$ cat src/rtl/uart_rx_os16_if.sv
// Receive-side bundle for uart_rx_os16: serial line in, byte/strobe/status out.
// Optional macro UART_RX_PARITY_EN adds the parity_err strobe.
//
// Handshake: no ready/backpressure. data_valid, frame_err and parity_err are
// one-cycle strobes; data stays stable from a data_valid strobe until the next
// good frame, so the consumer must capture it within that window.
interface uart_rx_os16_if #(
  parameter int DATA_BITS = 8
);
  logic                 rxd;
  logic [DATA_BITS-1:0] data;
  logic                 data_valid;
  logic                 frame_err;
  logic                 busy;
  logic [2:0]           fsm_state;
`ifdef UART_RX_PARITY_EN
  logic                 parity_err;

  modport master (input rxd, output data, data_valid, frame_err, busy, fsm_state, parity_err);
  modport slave  (output rxd, input data, data_valid, frame_err, busy, fsm_state, parity_err);
`else
  modport master (input rxd, output data, data_valid, frame_err, busy, fsm_state);
  modport slave  (output rxd, input data, data_valid, frame_err, busy, fsm_state);
`endif
endinterface

$ cat src/rtl/uart_rx_os16.sv
// 16x oversampling UART receiver, single clock domain with an internal tick enable.
// Optional macro UART_RX_PARITY_EN adds an even-parity bit after the data bits.
module uart_rx_os16 #(
  parameter int TICK_DIV  = 326,
  parameter int DATA_BITS = 8
) (
  input  logic            clk_50m,
  input  logic            rst,
  uart_rx_os16_if.master  bus
);

  localparam int TW = (TICK_DIV > 1) ? $clog2(TICK_DIV) : 1;
  localparam int BW = $clog2(DATA_BITS);

  typedef enum logic [2:0] {
    S_IDLE   = 3'd0,
    S_START  = 3'd1,
    S_DATA   = 3'd2,
    S_STOP   = 3'd3,
    S_BREAK  = 3'd4
`ifdef UART_RX_PARITY_EN
    , S_PARITY = 3'd5
`endif
  } state_t;

  state_t               state;
  logic                 rxd_meta;
  logic                 rxd_s;
  logic [TW-1:0]        tick_cnt;
  logic                 tick;
  logic [3:0]           os_cnt;
  logic [BW-1:0]        bit_cnt;
  logic [DATA_BITS-1:0] shreg;
  logic [DATA_BITS-1:0] data_r;
  logic                 data_valid_r;
  logic                 frame_err_r;
  logic                 busy_r;
`ifdef UART_RX_PARITY_EN
  logic                 par_bit;
  logic                 parity_err_r;
`endif

  always_ff @(posedge clk_50m) begin
    if (rst) begin
      rxd_meta <= 1'b1;
      rxd_s    <= 1'b1;
    end else begin
      rxd_meta <= bus.rxd;
      rxd_s    <= rxd_meta;
    end
  end

  assign tick = (tick_cnt == TW'(TICK_DIV - 1));

  always_ff @(posedge clk_50m) begin
    if (rst || tick) tick_cnt <= '0;
    else             tick_cnt <= tick_cnt + TW'(1);
  end

  // os_cnt free-wraps on every tick outside IDLE/BREAK; the 15 sample points
  // therefore land on bit centres once START has realigned it at mid-start.
  always_ff @(posedge clk_50m) begin
    if (rst) begin
      state        <= S_IDLE;
      os_cnt       <= '0;
      bit_cnt      <= '0;
      shreg        <= '0;
      data_r       <= '0;
      data_valid_r <= 1'b0;
      frame_err_r  <= 1'b0;
      busy_r       <= 1'b0;
`ifdef UART_RX_PARITY_EN
      par_bit      <= 1'b0;
      parity_err_r <= 1'b0;
`endif
    end else begin
      data_valid_r <= 1'b0;
      frame_err_r  <= 1'b0;
`ifdef UART_RX_PARITY_EN
      parity_err_r <= 1'b0;
`endif
      if (tick) begin
        case (state)
          S_IDLE: begin
            if (!rxd_s) begin
              state  <= S_START;
              os_cnt <= '0;
              busy_r <= 1'b1;
            end
          end
          S_START: begin
            if (os_cnt == 4'd7) begin
              os_cnt <= '0;
              if (!rxd_s) begin
                state   <= S_DATA;
                bit_cnt <= '0;
              end else begin
                state  <= S_IDLE;
                busy_r <= 1'b0;
              end
            end else begin
              os_cnt <= os_cnt + 4'd1;
            end
          end
          S_DATA: begin
            os_cnt <= os_cnt + 4'd1;
            if (os_cnt == 4'd15) begin
              shreg   <= {rxd_s, shreg[DATA_BITS-1:1]};
              bit_cnt <= bit_cnt + BW'(1);
              if (bit_cnt == BW'(DATA_BITS - 1)) begin
`ifdef UART_RX_PARITY_EN
                state <= S_PARITY;
`else
                state <= S_STOP;
`endif
              end
            end
          end
`ifdef UART_RX_PARITY_EN
          S_PARITY: begin
            os_cnt <= os_cnt + 4'd1;
            if (os_cnt == 4'd15) begin
              par_bit <= rxd_s;
              state   <= S_STOP;
            end
          end
`endif
          S_STOP: begin
            os_cnt <= os_cnt + 4'd1;
            if (os_cnt == 4'd15) begin
`ifdef UART_RX_PARITY_EN
              parity_err_r <= ^{shreg, par_bit};
`endif
              if (rxd_s) begin
                data_r       <= shreg;
                data_valid_r <= 1'b1;
                state        <= S_IDLE;
                busy_r       <= 1'b0;
              end else begin
                frame_err_r <= 1'b1;
                state       <= S_BREAK;
              end
            end
          end
          S_BREAK: begin
            if (rxd_s) begin
              state  <= S_IDLE;
              busy_r <= 1'b0;
            end
          end
          default: begin
            state  <= S_IDLE;
            busy_r <= 1'b0;
          end
        endcase
      end
    end
  end

  assign bus.data       = data_r;
  assign bus.data_valid = data_valid_r;
  assign bus.frame_err  = frame_err_r;
  assign bus.busy       = busy_r;
  assign bus.fsm_state  = state;
`ifdef UART_RX_PARITY_EN
  assign bus.parity_err = parity_err_r;
`endif

endmodule

$ cat src/flat_wrapper.sv
// flat-port wrapper written by rule: the top's interface ports become plain ports
module uart_rx_os16_flat 
#(
  parameter int TICK_DIV  = 326,
  parameter int DATA_BITS = 8
)
  (clk_50m, rst, bus_rxd, bus_data, bus_data_valid, bus_frame_err, bus_busy, bus_fsm_state);
  uart_rx_os16_if #(.DATA_BITS(DATA_BITS)) bus_i ();
  input  logic clk_50m;
  input  logic rst;
  input wire logic [$bits(bus_i.rxd)-1:0] bus_rxd;
  output wire logic [$bits(bus_i.data)-1:0] bus_data;
  output wire logic [$bits(bus_i.data_valid)-1:0] bus_data_valid;
  output wire logic [$bits(bus_i.frame_err)-1:0] bus_frame_err;
  output wire logic [$bits(bus_i.busy)-1:0] bus_busy;
  output wire logic [$bits(bus_i.fsm_state)-1:0] bus_fsm_state;
  assign bus_i.rxd = bus_rxd;
  assign bus_data = bus_i.data;
  assign bus_data_valid = bus_i.data_valid;
  assign bus_frame_err = bus_i.frame_err;
  assign bus_busy = bus_i.busy;
  assign bus_fsm_state = bus_i.fsm_state;
  uart_rx_os16 #(.TICK_DIV(TICK_DIV), .DATA_BITS(DATA_BITS)) u_core (.clk_50m(clk_50m), .rst(rst), .bus(bus_i));
endmodule
$ cat config.mk
export PLATFORM = sky130hd
export DESIGN_NAME = uart_rx_os16_flat
export DESIGN_NICKNAME = d
export VERILOG_FILES = /design/src/rtl/uart_rx_os16_if.sv /design/src/rtl/uart_rx_os16.sv /design/src/flat_wrapper.sv
export SDC_FILE = /design/constraint.sdc
export NUM_CORES = 1
export LEC_CHECK = 0
export ABC_AREA = 1
export CAP_MARGIN = 15
export CORE_MARGIN = 5
export CORE_UTILIZATION = 45
export CTS_CLUSTER_DIAMETER = 50
export DETAILED_ROUTE_END_ITERATION = 8
export PLACE_DENSITY = 0.73
export SYNTH_ARGS = -nofsm -noshare
export SYNTH_HDL_FRONTEND = slang
export SYNTH_SLANG_ARGS = --single-unit
$ cat constraint.sdc
create_clock -name clk_50m -period 2.62 [get_ports clk_50m]
set_input_delay 0.786 -clock clk_50m [delete_from_list [all_inputs] [get_ports clk_50m]]
set_output_delay 0.786 -clock clk_50m [all_outputs]
set_load 0.05 [all_outputs]
==> run_results.csv <==
group,metric,value,unit
run_status,outcome,"complete, no violations",
drt,drt-vias-per-instance,4.735,
placement,dp_hpwl,2623,um
power_and_ir_drop,swShare,0.2226,
synthesis,synthTopCellsByCount,"nand2_1 (68), nor2_1 (49), dfxtp_1 (40)",
floorplanning,die_w,74.99,um
hold_path,hp-class,"flip-flop to flip-flop",
floorplanning,die_area,5624,um^2
cts,htreeDepth,2,
drt,drc,0,
synthesis,synthDistinctLibCells,29,
synthesis,synth.cell_area,1901,um^2
synthesis,synth_area_leaders,"dfxtp_1 (42%), nand2_1 (13%), nor2_1 (9.7%), nand3_1 (4.2%), a21oi_1 (3.9%)",
synthesis,mappedNetlistNets,273,
worst_setup_path,max_stage_delay,870,ps
worst_setup_path,crit_chain,"clkdlybuf4s50_1",
worst_setup_path,startpoint,"u_core.bus.fsm_state[0]",
drt,drt_wl_total,3579,um
worst_setup_path,path_class,"flip-flop to primary output",
synthesis,yosys_warnings,0,
drt,first_pass_iters,4,
drt,avgRoutedWirePerCell,10.56,um
cts,clock-sinks,40,
worst_setup_path,worstSetupEndpoint,"bus_fsm_state[0]",
cells_and_area,nets,296,
worst_setup_path,timing.rr.start,"u_core.os_cnt[0]",
power_and_ir_drop,p_leak,0.0009441,uW
cts,cts_resized,0,
synthesis,synth-seq-area-share,0.4213,
worst_setup_path,crit_cells,1,
global_routing,grt_antenna_before_repair,0,
cells_and_area,area_delta_synth_final,18.10,%
timing,fin_crit,2452,ps
synthesis,avgSynthCellArea,7.172,um^2
worst_setup_path,rr_worst_depth,8,
timing,setup_viol,0,
worst_setup_path,critPathBufInv,1,
cts,cts-buffers-inserted,5,
synthesis,yosys.area.top_type_share,0.4213,
cts,cts-root-buf,"clkbuf_8",
placement,portBuffers,16,
cts,cts_hold_buf,0,
global_routing,grt_overflow_total,0,
run,maxCapViolCount,0,
cts,tritoncts,"yes",
timing,hold_violations,0,
floorplanning,rows,23,
floorplanning,ioPinCount,17,
synthesis,async_flop_share,0,
drt,drt_iter0_drc,109,
drt,ant_nets,0,
timing,slew_viol_final,0,
worst_setup_path,reg2reg_to,"u_core.bus.fsm_state[0]",
worst_setup_path,rrSetupSlack,1030,ps
power_and_ir_drop,intPower,914.0,uW
placement,place.gp.congestion,0.8427,
timing,slew_headroom,0.6671,
cts,path_clk_slew,80,ps
timing,rsz0062_at_grt,"no",
timing,fmax,407.8,MHz
timing,fin_crit_sh,0.9359,
cts,clockBufferDepth,2,
cells_and_area,drive_gt1_frac,0.1349,
power_and_ir_drop,clkPwrFrac,0.444,
worst_setup_path,critPathCaptureType,"primary output",
cts,post_cts_buffers,0,
worst_setup_path,path_delay_family,"buffers and inverters",
global_routing,grtUsageTotal,0.1496,
global_routing,grt_pass1_wl,6423,um
power_and_ir_drop,vdd_drop_max,0.3717,mV
power_and_ir_drop,p_per_area,523.8,nW/um^2
power_and_ir_drop,p_comb_frac,0.031,
worst_setup_path,critPathRequiredTime,1830,ps
cells_and_area,fin_area,2245,um^2
cells_and_area,diodes,0,
synthesis,synth-seq-cells,40,
power_and_ir_drop,report.power.total,1176,uW
placement,placed_cell_area,2130,um^2
global_routing,grt_pass1_vias,1493,
worst_setup_path,crit_slowest_cell,"clkdlybuf4s50_1",
power_and_ir_drop,switching_power,261.7,uW
drt,vias,1605,
power_and_ir_drop,seqPwrFrac,0.525,
timing,fin_skew,6.334,ps
synthesis,synth_cells,265,
worst_setup_path,path_max_fanout,8,
synthesis,yosys.area.top_type,"dfxtp_1",
worst_setup_path,arrival,1670,ps
floorplanning,core_area,4058,um^2
floorplanning,start_util,0.4684,
timing,fin_setup_tns,0,ps
global_routing,grt_max_degree,15,
worst_setup_path,start_kind,"flip-flop",
cts,clk_latency,300,ps
synthesis,yosysMostFrequentCell,"nand2_1",
timing,tightestPinTransition,497.8,ps
synthesis,ys_dominant_reg_cell,"dfxtp_1",
synthesis,synth_edf_count,0,
floorplanning,die_height,74.99,um
-- area by class of cell --
cell class	instances	area, um^2
fill	394	1813
multi-input combinational	196	983.4
sequential	40	800.8
timing repair buffer	18	175.2
inverter	27	107.6
clock buffer	5	68.82
tap	50	62.56
clock inverter	3	46.29
-- per-layer routing --
metal / vias to the layer above / global-route usage / wire length, um
met3: 5 / 0.04406 / 117
met2: 25 / 0.2282 / 1562
met5: - / 0 / 0
li1: 879 / - / -
met1: 696 / 0.1966 / 1844
met4: 0 / 0.06324 / 55
-- cell families after synthesis --
group / share of synthesized area
and+or+nand+nor: 0.4036
DFF: 0.4213
buffers and inverters: 0.06122
AOI/OAI and AO/OA: 0.06715
adders and majority gates: 0.03292
xor gates and xnor gates: 0.01383
-- metrics by stage --
step	util	worst slack [ps]	std cells	hold slack, ps
5_1_grt	0.5532	119.0	339	436.0
3_3_place_gp	0.5248	482.5	331	393.2
2_1_floorplan	-	984.5	265	389.5
6_report	0.5532	167.9	339	413.8
3_5_place_dp	0.5248	475.1	331	400.6
4_1_cts	0.5532	169.8	339	419.6
-- cells in the final DEF, fill, tap and decap left out, types with 2 or more instances in the layout --
master           synthesis  routed
a21oi_1                 15      15
buf_4                    0       2
clkbuf_8                 0       5
clkdlybuf4s50_1          0      16
clkinv_1                 2       2
dfxtp_1                 40      40
ha_1                     5       5
inv_1                   18      18
inv_2                    5       5
nand2_1                 68      68
nand2_2                  2       2
nand2_4                  3       3
nand3_1                 16      16
nand3_2                  3       3
nand4_1                  4       4
nor2_1                  49      49
nor2_2                   7       7
nor2_4                   4       4
o21ai_0                  9       9
or2_2                    2       2
xor2_1                   2       2
-- sequential cells by signal, indices dropped and copies added, names as in the netlist --
name,flops
u_core.rxd_s,1
u_core.os_cnt,4
u_core.bus.busy,1
u_core.bus.frame_err,1
u_core.bit_cnt,3
u_core.shreg,8
u_core.bus.data,8
u_core.tick_cnt,9
u_core.bus.fsm_state,3
u_core.bus.data_valid,1
u_core.rxd_meta,1
-- how the worst min path moves through the flow --
stage	from	to	slack, ps	cells after the start
5_1_grt	u_core.rxd_meta	u_core.rxd_s	440	1
4_1_cts	u_core.rxd_meta	u_core.rxd_s	420	1
2_1_floorplan	u_core.rxd_meta	u_core.rxd_s	390	1
6_report	u_core.rxd_meta	u_core.rxd_s	410	1
3_3_place_gp	u_core.rxd_meta	u_core.rxd_s	390	1
3_5_place_dp	u_core.rxd_meta	u_core.rxd_s	400	1
-- power groups by stage --
stage / Clock, uW / Sequential (uW) / Combinational [uW]
floorplan: 0 / 631 / 25.1
finish: 523 / 617 / 35.9
global route: 556 / 619 / 41.2
CTS: 533 / 617 / 36.3
detailed placement: 0 / 632 / 36.0
global placement: 0 / 632 / 35.7
No activity file was read; power rests on OpenSTA's default activity.
